<file path="src/rtl/i2c_pkg.sv">
// i2c_pkg: shared widths and FSM state encoding for the I2C slave controller
package i2c_pkg;
  localparam int I2C_ADDR_W = 7;
  localparam int BYTE_W = 8;
  typedef enum logic [2:0] {IDLE, ADDR, ADDR_ACK, RX, RX_ACK, TX, TX_ACK, WAIT} state_t;
endpackage

</file>
<file path="src/rtl/i2c_slave_ctrl_if.sv">
// i2c_slave_ctrl_if: conditioner strobes in, SDA drive and host byte handshake out
interface i2c_slave_ctrl_if;
  import i2c_pkg::*;
  logic sck_rise, sck_fall, sck_high, sda_rise, sda_fall, sda_high;
  logic sda_oe, rx_valid, tx_load, rw, busy, start_det, stop_det;
  logic [BYTE_W-1:0] rx_data, tx_data;
  modport slave (
    input  sck_rise, sck_fall, sck_high, sda_rise, sda_fall, sda_high, tx_data,
    output sda_oe, rx_data, rx_valid, tx_load, rw, busy, start_det, stop_det
  );
  modport master (
    output sck_rise, sck_fall, sck_high, sda_rise, sda_fall, sda_high, tx_data,
    input  sda_oe, rx_data, rx_valid, tx_load, rw, busy, start_det, stop_det
  );
endinterface

</file>
<file path="src/rtl/i2c_shift8.sv">
// i2c_shift8: byte shifter with parallel load and wrapping 3-bit bit counter
module i2c_shift8
  import i2c_pkg::*;
(
  input  logic              gclk,
  input  logic              rst_n,
  input  logic              clr,
  input  logic              shift,
  input  logic              sin,
  input  logic              load,
  input  logic [BYTE_W-1:0] din,
  output logic [BYTE_W-1:0] q,
  output logic [2:0]        cnt
);
  always_ff @(posedge gclk or negedge rst_n)
    if (!rst_n) begin
      q <= '0;
      cnt <= '0;
    end else begin
      q <= load ? din : shift ? {q[BYTE_W-2:0], sin} : q;
      cnt <= clr ? 3'd0 : shift ? cnt + 3'd1 : cnt;
    end
endmodule

</file>
<file path="src/rtl/i2c_slave_ctrl.sv">
// i2c_slave_ctrl: byte-level I2C slave FSM (address match, write receive, read transmit)
module i2c_slave_ctrl
  import i2c_pkg::*;
#(
  parameter logic [I2C_ADDR_W-1:0] SLAVE_ADDR = 7'h50
) (
  input  logic gclk,
  input  logic rst_n,
  i2c_slave_ctrl_if.slave bus
);
  state_t state, state_n;
  logic full, full_n, oe_n, rw_n, rxv_n, txl_n, busy_n, sd_n, pd_n;
  logic shift, load, clr, start, stop;
  logic [BYTE_W-1:0] q, byte_in, rxd_n;
  logic [2:0] cnt;
  i2c_shift8 u_shift (
    .gclk(gclk), .rst_n(rst_n), .clr(clr), .shift(shift), .sin(bus.sda_high),
    .load(load), .din(bus.tx_data), .q(q), .cnt(cnt)
  );
  assign start = bus.sda_fall & bus.sck_high;
  assign stop = bus.sda_rise & bus.sck_high;
  assign byte_in = {q[BYTE_W-2:0], bus.sda_high};
  // full marks a completed byte (or master ACK) awaiting the following SCL fall
  always_comb begin
    state_n = state;
    full_n = full;
    oe_n = bus.sda_oe;
    rw_n = bus.rw;
    rxd_n = bus.rx_data;
    busy_n = bus.busy;
    rxv_n = 1'b0;
    txl_n = 1'b0;
    sd_n = 1'b0;
    pd_n = 1'b0;
    shift = 1'b0;
    load = 1'b0;
    clr = 1'b0;
    if (start) begin
      state_n = ADDR;
      clr = 1'b1;
      oe_n = 1'b0;
      sd_n = 1'b1;
      busy_n = 1'b1;
      full_n = 1'b0;
    end else if (stop) begin
      state_n = IDLE;
      oe_n = 1'b0;
      pd_n = 1'b1;
      busy_n = 1'b0;
      full_n = 1'b0;
    end else
      case (state)
        ADDR:
          if (bus.sck_rise) begin
            shift = 1'b1;
            if (cnt == 3'd7) begin
              if (byte_in[BYTE_W-1:1] == SLAVE_ADDR) begin
                rw_n = byte_in[0];
                full_n = 1'b1;
              end else state_n = WAIT;
            end
          end else if (bus.sck_fall && full) begin
            oe_n = 1'b1;
            full_n = 1'b0;
            state_n = ADDR_ACK;
          end
        ADDR_ACK:
          if (bus.sck_fall) begin
            load = bus.rw;
            txl_n = bus.rw;
            oe_n = bus.rw & ~bus.tx_data[BYTE_W-1];
            state_n = bus.rw ? TX : RX;
          end
        RX:
          if (bus.sck_rise) begin
            shift = 1'b1;
            if (cnt == 3'd7) begin
              rxd_n = byte_in;
              rxv_n = 1'b1;
              full_n = 1'b1;
            end
          end else if (bus.sck_fall && full) begin
            oe_n = 1'b1;
            full_n = 1'b0;
            state_n = RX_ACK;
          end
        RX_ACK:
          if (bus.sck_fall) begin
            oe_n = 1'b0;
            state_n = RX;
          end
        // own SDA is shifted back in on each rise so q[7] always holds the next bit
        TX:
          if (bus.sck_rise) begin
            shift = 1'b1;
            full_n = cnt == 3'd7;
          end else if (bus.sck_fall) begin
            oe_n = ~full & ~q[BYTE_W-1];
            full_n = 1'b0;
            state_n = full ? TX_ACK : TX;
          end
        TX_ACK:
          if (bus.sck_rise) begin
            state_n = bus.sda_high ? WAIT : TX_ACK;
            full_n = ~bus.sda_high;
          end else if (bus.sck_fall && full) begin
            load = 1'b1;
            txl_n = 1'b1;
            oe_n = ~bus.tx_data[BYTE_W-1];
            full_n = 1'b0;
            state_n = TX;
          end
        default: ;
      endcase
  end
  always_ff @(posedge gclk or negedge rst_n)
    if (!rst_n) begin
      state <= IDLE;
      full <= 1'b0;
      bus.sda_oe <= 1'b0;
      bus.rx_data <= '0;
      bus.rx_valid <= 1'b0;
      bus.tx_load <= 1'b0;
      bus.rw <= 1'b0;
      bus.busy <= 1'b0;
      bus.start_det <= 1'b0;
      bus.stop_det <= 1'b0;
    end else begin
      state <= state_n;
      full <= full_n;
      bus.sda_oe <= oe_n;
      bus.rx_data <= rxd_n;
      bus.rx_valid <= rxv_n;
      bus.tx_load <= txl_n;
      bus.rw <= rw_n;
      bus.busy <= busy_n;
      bus.start_det <= sd_n;
      bus.stop_det <= pd_n;
    end
endmodule

</file>
<file path="src/flat_wrapper.sv">
// flat-port wrapper written by rule: the top's interface ports become plain ports
module i2c_slave_ctrl_flat import i2c_pkg::*;
#(
  parameter logic [I2C_ADDR_W-1:0] SLAVE_ADDR = 7'h50
)
  (gclk, rst_n, bus_sck_rise, bus_sck_fall, bus_sck_high, bus_sda_rise, bus_sda_fall, bus_sda_high, bus_tx_data, bus_sda_oe, bus_rx_data, bus_rx_valid, bus_tx_load, bus_rw, bus_busy, bus_start_det, bus_stop_det);
  i2c_slave_ctrl_if bus_i ();
  input  logic gclk;
  input  logic rst_n;
  input wire logic [$bits(bus_i.sck_rise)-1:0] bus_sck_rise;
  input wire logic [$bits(bus_i.sck_fall)-1:0] bus_sck_fall;
  input wire logic [$bits(bus_i.sck_high)-1:0] bus_sck_high;
  input wire logic [$bits(bus_i.sda_rise)-1:0] bus_sda_rise;
  input wire logic [$bits(bus_i.sda_fall)-1:0] bus_sda_fall;
  input wire logic [$bits(bus_i.sda_high)-1:0] bus_sda_high;
  input wire logic [$bits(bus_i.tx_data)-1:0] bus_tx_data;
  output wire logic [$bits(bus_i.sda_oe)-1:0] bus_sda_oe;
  output wire logic [$bits(bus_i.rx_data)-1:0] bus_rx_data;
  output wire logic [$bits(bus_i.rx_valid)-1:0] bus_rx_valid;
  output wire logic [$bits(bus_i.tx_load)-1:0] bus_tx_load;
  output wire logic [$bits(bus_i.rw)-1:0] bus_rw;
  output wire logic [$bits(bus_i.busy)-1:0] bus_busy;
  output wire logic [$bits(bus_i.start_det)-1:0] bus_start_det;
  output wire logic [$bits(bus_i.stop_det)-1:0] bus_stop_det;
  assign bus_i.sck_rise = bus_sck_rise;
  assign bus_i.sck_fall = bus_sck_fall;
  assign bus_i.sck_high = bus_sck_high;
  assign bus_i.sda_rise = bus_sda_rise;
  assign bus_i.sda_fall = bus_sda_fall;
  assign bus_i.sda_high = bus_sda_high;
  assign bus_i.tx_data = bus_tx_data;
  assign bus_sda_oe = bus_i.sda_oe;
  assign bus_rx_data = bus_i.rx_data;
  assign bus_rx_valid = bus_i.rx_valid;
  assign bus_tx_load = bus_i.tx_load;
  assign bus_rw = bus_i.rw;
  assign bus_busy = bus_i.busy;
  assign bus_start_det = bus_i.start_det;
  assign bus_stop_det = bus_i.stop_det;
  i2c_slave_ctrl #(.SLAVE_ADDR(SLAVE_ADDR)) u_core (.gclk(gclk), .rst_n(rst_n), .bus(bus_i));
endmodule
</file>
<file path="config.mk">
export PLATFORM = sky130hd
export DESIGN_NAME = i2c_slave_ctrl_flat
export DESIGN_NICKNAME = d
export VERILOG_FILES = /design/src/rtl/i2c_pkg.sv /design/src/rtl/i2c_slave_ctrl_if.sv /design/src/rtl/i2c_shift8.sv /design/src/rtl/i2c_slave_ctrl.sv /design/src/flat_wrapper.sv
export SDC_FILE = /design/constraint.sdc
export NUM_CORES = 1
export LEC_CHECK = 0
export CAP_MARGIN = 10
export CORE_ASPECT_RATIO = 1.2
export CORE_MARGIN = 3
export CORE_UTILIZATION = 54
export CTS_BUF_LIST = sky130_fd_sc_hd__clkbuf_4
export DETAILED_ROUTE_END_ITERATION = 12
export HOLD_SLACK_MARGIN = 0.05
export PLACE_DENSITY = 0.81
export SLEW_MARGIN = 40
export SYNTH_ARGS = -nofsm -noshare
export SYNTH_HDL_FRONTEND = slang
export SYNTH_SLANG_ARGS = --single-unit
</file>
<file path="constraint.sdc">
create_clock -name gclk -period 2.17 [get_ports gclk]
set_clock_uncertainty 0.05 [all_clocks]
set_input_delay 0.3255 -clock gclk [delete_from_list [all_inputs] [get_ports gclk]]
set_output_delay 0.3255 -clock gclk [all_outputs]
set_load 0.01 [all_outputs]
</file>
# Yosys cells after proc, flatten, opt, wreduce, memory -nomap -nowiden

Cells that the tools add are included.

$add $sub $neg: 1
Equal/unequal tests: 25
Mux-type cells: 64
Reduce and logical (&&, ||, !) cells: 14
Bitwise logic cells: 10

Operators with widths:

| cell                                                                   | count |
|---|---|
| 3-bit two-way mux                                                      | 17 |
| 1-bit two-way mux                                                      | 40 |
| 4-bit by 2-bit != test with 1-bit output (second input constant)       | 7 |
| 5-bit by 2-bit != test with 1-bit output (second input constant)       | 5 |
| 3-bit case mux with 6 select lines                                     | 1 |
| 8-bit two-way mux                                                      | 2 |
| 3-bit equality test (second input constant)                            | 4 |
| 4-bit by 1-bit != test with 1-bit output (second input constant)       | 3 |
| 11-bit AND reduction                                                   | 1 |
| 5-bit by 3-bit != test with 1-bit output (second input constant)       | 2 |
| 5-bit AND reduction                                                    | 2 |
| 9-bit AND reduction                                                    | 1 |
| 8-bit nonzero test                                                     | 1 |
| 7-bit equality test (second input constant)                            | 1 |
| 7-bit nonzero test                                                     | 1 |
| 3-bit by 2-bit equality test with 1-bit output (second input constant) | 2 |
| 1-bit inverter                                                         | 6 |
| 6-bit AND reduction                                                    | 1 |
| 2-bit nonzero test                                                     | 3 |
| 6-bit nonzero test                                                     | 1 |
| 1-bit case mux with 5 select lines                                     | 1 |
| 1-bit bitwise AND                                                      | 4 |
| 1-bit case mux with 4 select lines                                     | 1 |
| 3-bit by 1-bit adder with 3-bit output (second input constant)         | 1 |
| 6 further kinds                                                        | 6 |

Word-level logic and storage cells: 126
Output and inout bits: 15
Input port bits: 16
Flip-flop bits (word level): 30

# Logic depth before layout (Yosys ltp)

Word-level depth: 7
Depth in mapped cells: 7

# Cells and area by module

Synthesis repeated with hierarchy kept, for this count alone.

Cells, all modules: 177
Area, all modules: 1739.2 µm²

By module, submodules not included:

| module         | times used | cells each | sequential area each (µm²) | area each (µm²) |
|---|---|---|---|---|
| i2c_slave_ctrl | 1          | 132        | 475.5                      | 1232.4 |
| i2c_shift8     | 1          | 45         | 275.3                      | 506.7 |

# Worst setup path before layout

No wires, ideal clock.

Path kind: register -> register
Start: reg u_core.u_shift.q[2]
End: reg u_core.full
Library setup time: 0.079 ns
Cell stages (with the launch flop): 6
Data arrival time: 1.599 ns
Slack: 0.442 ns
Cells stage by stage: dfrtp_1 -> or4b_4 -> nor4b_4 -> o21ai_0 -> a21oi_1 -> mux2i_1

Cells in the longest elaborated chain, start to end: 3

RTL lines:

| item                                               | RTL line              | source |
|---|---|---|
| from (decl)                                        | i2c_shift8.sv:12      | `output logic [BYTE_W-1:0] q,` |
| from (signal assigned)                             | i2c_shift8.sv:20      | `q <= load ? din : shift ? {q[BYTE_W-2:0], sin} : q;` |
| 7-bit equality test                                | i2c_slave_ctrl.sv:57  | `if (byte_in[BYTE_W-1:1] == SLAVE_ADDR) begin` |
| 5-bit by 2-bit != test with 1-bit output (no line) | -                     |  |
| 5-bit AND reduction (no line)                      | -                     |  |
| to (signal assigned)                               | i2c_slave_ctrl.sv:130 | `full <= full_n;` |
| to (decl)                                          | i2c_slave_ctrl.sv:12  | `logic full, full_n, oe_n, rw_n, rxv_n, txl_n, busy_n, sd_n, pd_n;` |

Every way passes these cells.
A chain may end at the register's enable or synchronous reset.

# Worst setup path after layout

Start: in bus_sck_rise
End: reg u_core.bus.rx_data[6]

Cells in the longest elaborated chain, start to end: 1

RTL lines:

| item                          | RTL line               | source |
|---|---|---|
| from (decl)                   | flat_wrapper.sv:10     | `input wire logic [$bits(bus_i.sck_rise)-1:0] bus_sck_rise;` |
| 5-bit AND reduction (no line) | -                      |  |
| to (signal assigned)          | i2c_slave_ctrl.sv:132  | `bus.rx_data <= rxd_n;` |
| to (decl)                     | i2c_slave_ctrl_if.sv:9 | `output sda_oe, rx_data, rx_valid, tx_load, rw, busy, start_det, stop_det` |

Every way passes these cells.

==> metrics.md <==
| Metric | Value |
|---|---|
| Status | completed |
| Drt drc | 0 |
| # IOs | 31 |
| Sw power | 0.000808 W |
| First-pass GRT wire length | 7.01 mm |
| CP Launch Type | primary input |
| Clock network fraction of total power | 16.4% |
| Pre-CTS setup slack | -110 ps |
| Gr usage total | 24.4% |
| Port-buffer cells | 30 |
| Fin crit share | 89.8% |
| Num CTS Buffers | 5 |
| Cell count after placement | 237 |
| Filler Cells Inserted | 215 |
| Post-Syn Instances | 170 |
| RSZ-0062 raised after global routing | no |
| TNS Setup | 0 ps |
| Grt total ovfl | 0 |
| Via count | 1486 |
| Initial antenna violation count | 0 |
| Sink Count | 30 |
| Worst Setup End Kind | flop |
| 1st-iter DRT viols | 73 |
| Tmin final | 1950 ps |
| Worst slew pin tran | 547 ps |
| Rel. slew slack | 63.5% |
| # resized after CTS | 0 |
| Synth cell types | 48 |
| Final Hold Fails | 0 |
| # diodes | 0 |
| FF+latch count, synth | 30 |
| WS Path Type | primary input to flop |
| Pwr dens | 928 mW/mm2 |
| Post-synthesis sequential area ratio | 44.9% |
| Sw Share | 40.9% |
| Synth area leader | dfrtp_1 |
| Fmax | 513 MHz |
| Core Rows | 21 |
| Chip width | 56.8 um |
| Vias in the first global route | 1498 |
| Max clock buf depth | 2 |
| CTS tree | yes |
| Post-DP HPWL | 3.05 mm |
| Placer Congestion | 0.893 |
| Worst setup margin | 221 ps |
| Hold-fix buffers, CTS | 0 |
| Comb power frac | 38.9% |
| Detailed Route WL | 4.20 mm |
| Mapped Nets | 188 |
| Via/cell ratio | 6.07 |
| Leakage | 0.919 nW |
| Int Power | 0.00117 W |
| Total die area | 0.00380 mm2 |
| Top post-synthesis cells by area | dfrtp_1, mux2_2, nand2_1, o21ai_0, a21oi_1 |
| Post-route insts no fill | 245 |
| Synthesized area per cell | 9.83 um2 |
| Slew Viols, Final | 0 |
| Post-synth ARST share | 100% |
| Core Box Area | 0.00286 mm2 |
| Worst VDD drop | 0.000646 V |
| ANT nets after route | 0 |
| Fraction of layout instances using a drive strength above 1 | 17.1% |
| HP Class | primary input to async pin |
| Maximum fanout along the worst path | 10 |
| Sequential share of power | 44.7% |
| Overall Power | 0.00197 W |
| Synth top area share | 44.9% |
| Clk Latency, worst-skew pair | 330 ps |
| Hold slack | 338 ps |
| WL/cell | 17.1 um |
| Post-synth EDFFs | 0 |
| Starting Density | 58.4% |
| Area growth from synthesis to layout | 27.3% |
| CTS Root Cell | clkbuf_4 |
| Fin nets | 228 |
| Post-CTS Setup Bufs | 0 |
| H-tree depth | 2 |
| Required time of the critical path | 2330 ps |
| Max-Cap Viols | 0 |
| Clk slew on worst S/H paths | 100 ps |
| Post-Synthesis Cell Area | 0.00167 mm2 |
| First drt pass iteration count | 4 |
| Main synth FF type | dfrtp_1 |
| Pin count of the biggest net entering global routing | 31 |
| Yosys warnings | 0 |
| Setup-failing EPs final | 0 |
| Chip Height | 67.0 um |
| Worst EP arrival | 2110 ps |
## path summary, 6_finish.rpt
kind / from / end / slack (ps) / cells after the start
min in group gclk: u_core.bus.busy / u_core.bus.busy / 440 / 1
worst max-delay path: bus_sck_rise / u_core.bus.rx_data[6] / 220 / 5
worst min-delay path: rst_n / u_core.bus.rw / 340 / 2
worst min register to register: u_core.bus.busy / u_core.bus.busy / 440 / 1
worst max register to register: u_core.u_shift.q[2] / u_core.full / 240 / 5
max in group asynchronous: rst_n / u_core.bus.rx_data[5] / 1450 / 2
## power by group through the flow
stage               clock network [W]  logic, W  registers (W)
floorplan                           0  0.000602       0.000772
global placement                    0  0.000716       0.000874
detailed placement                  0  0.000754       0.000885
CTS                          0.000328  0.000759       0.000875
global route                 0.000352  0.000860       0.000897
finish                       0.000324  0.000769       0.000882
## per-layer routing
layer / track usage, % / share of wire (%)
met5: 0 / 0
met4: 13.3 / 3.8
met3: 4.84 / 3.9
met2: 41.3 / 51
met1: 28.9 / 41
## layout by cell type, fill, tap and decap left out, drive strengths merged, types with 3 or more instances in the layout
master and instances:
a21oi 13, mux2i 6, nand2 24, inv 6, o22ai 3, o21ai 17
nor2 6, clkdlybuf4s50 30, dfrtp 30, clkbuf 5, buf 12, a22oi 3
nand2b 7, mux2 9
## worst max-delay path, stage by stage
cell	delay (ps)
clkdlybuf4s50_1	650
nand2_1	170
nor3_4	160
and3_1	420
mux2_2	390
## cells by family after synthesis
family	Yosys count	synth area share, %
flops	30	44.9
fa+ha+maj	2	1.50
compound gates	52	21.3
simple gates	55	18.3
buf+inv	15	3.89
mux	15	9.66
xor+xnor	1	0.524
## synth_stat cells (all sizes together) (3+ instances only)
| library cell | instances |
|---|---|
| mux2i | 6 |
| o21ai | 17 |
| nand2b | 7 |
| buf | 6 |
| o22ai | 3 |
| a21oi | 13 |
| mux2 | 9 |
| nor2 | 6 |
| a22oi | 3 |
| dfrtp | 30 |
| inv | 6 |
| clkbuf | 3 |
| nand2 | 24 |
## sequential cells by signal, summed over array words and instances (netlist names)
name                  flops
u_core.bus.rx_data        8
u_core.u_shift.q          8
u_core.state              3
u_core.u_shift.cnt        3
u_core.bus.busy           1
u_core.bus.rw             1
u_core.bus.rx_valid       1
u_core.bus.sda_oe         1
u_core.bus.start_det      1
u_core.bus.stop_det       1
u_core.bus.tx_load        1
u_core.full               1
## metrics by stage
stage | instance area [um2] | util, %
3_5_place_dp | 2070 | 72.4
6_report | 2130 | 74.3
4_1_cts | 2130 | 74.3
3_3_place_gp | 2070 | 72.4
5_1_grt | 2130 | 74.3
2_1_floorplan | 1670 | -
## cell type report
type / instances / area [um2] / area share (%)
flip-flops and latches: 30 / 751 / 35.3
multi-input cells: 125 / 856 / 40.2
clock inverters: 3 / 16.3 / 0.764
repair buffers: 42 / 403 / 18.9
inverters: 6 / 22.5 / 1.06
clock buffers: 5 / 37.5 / 1.76
well taps: 34 / 42.5 / 2.00
Power figures use the tool's default switching activity.
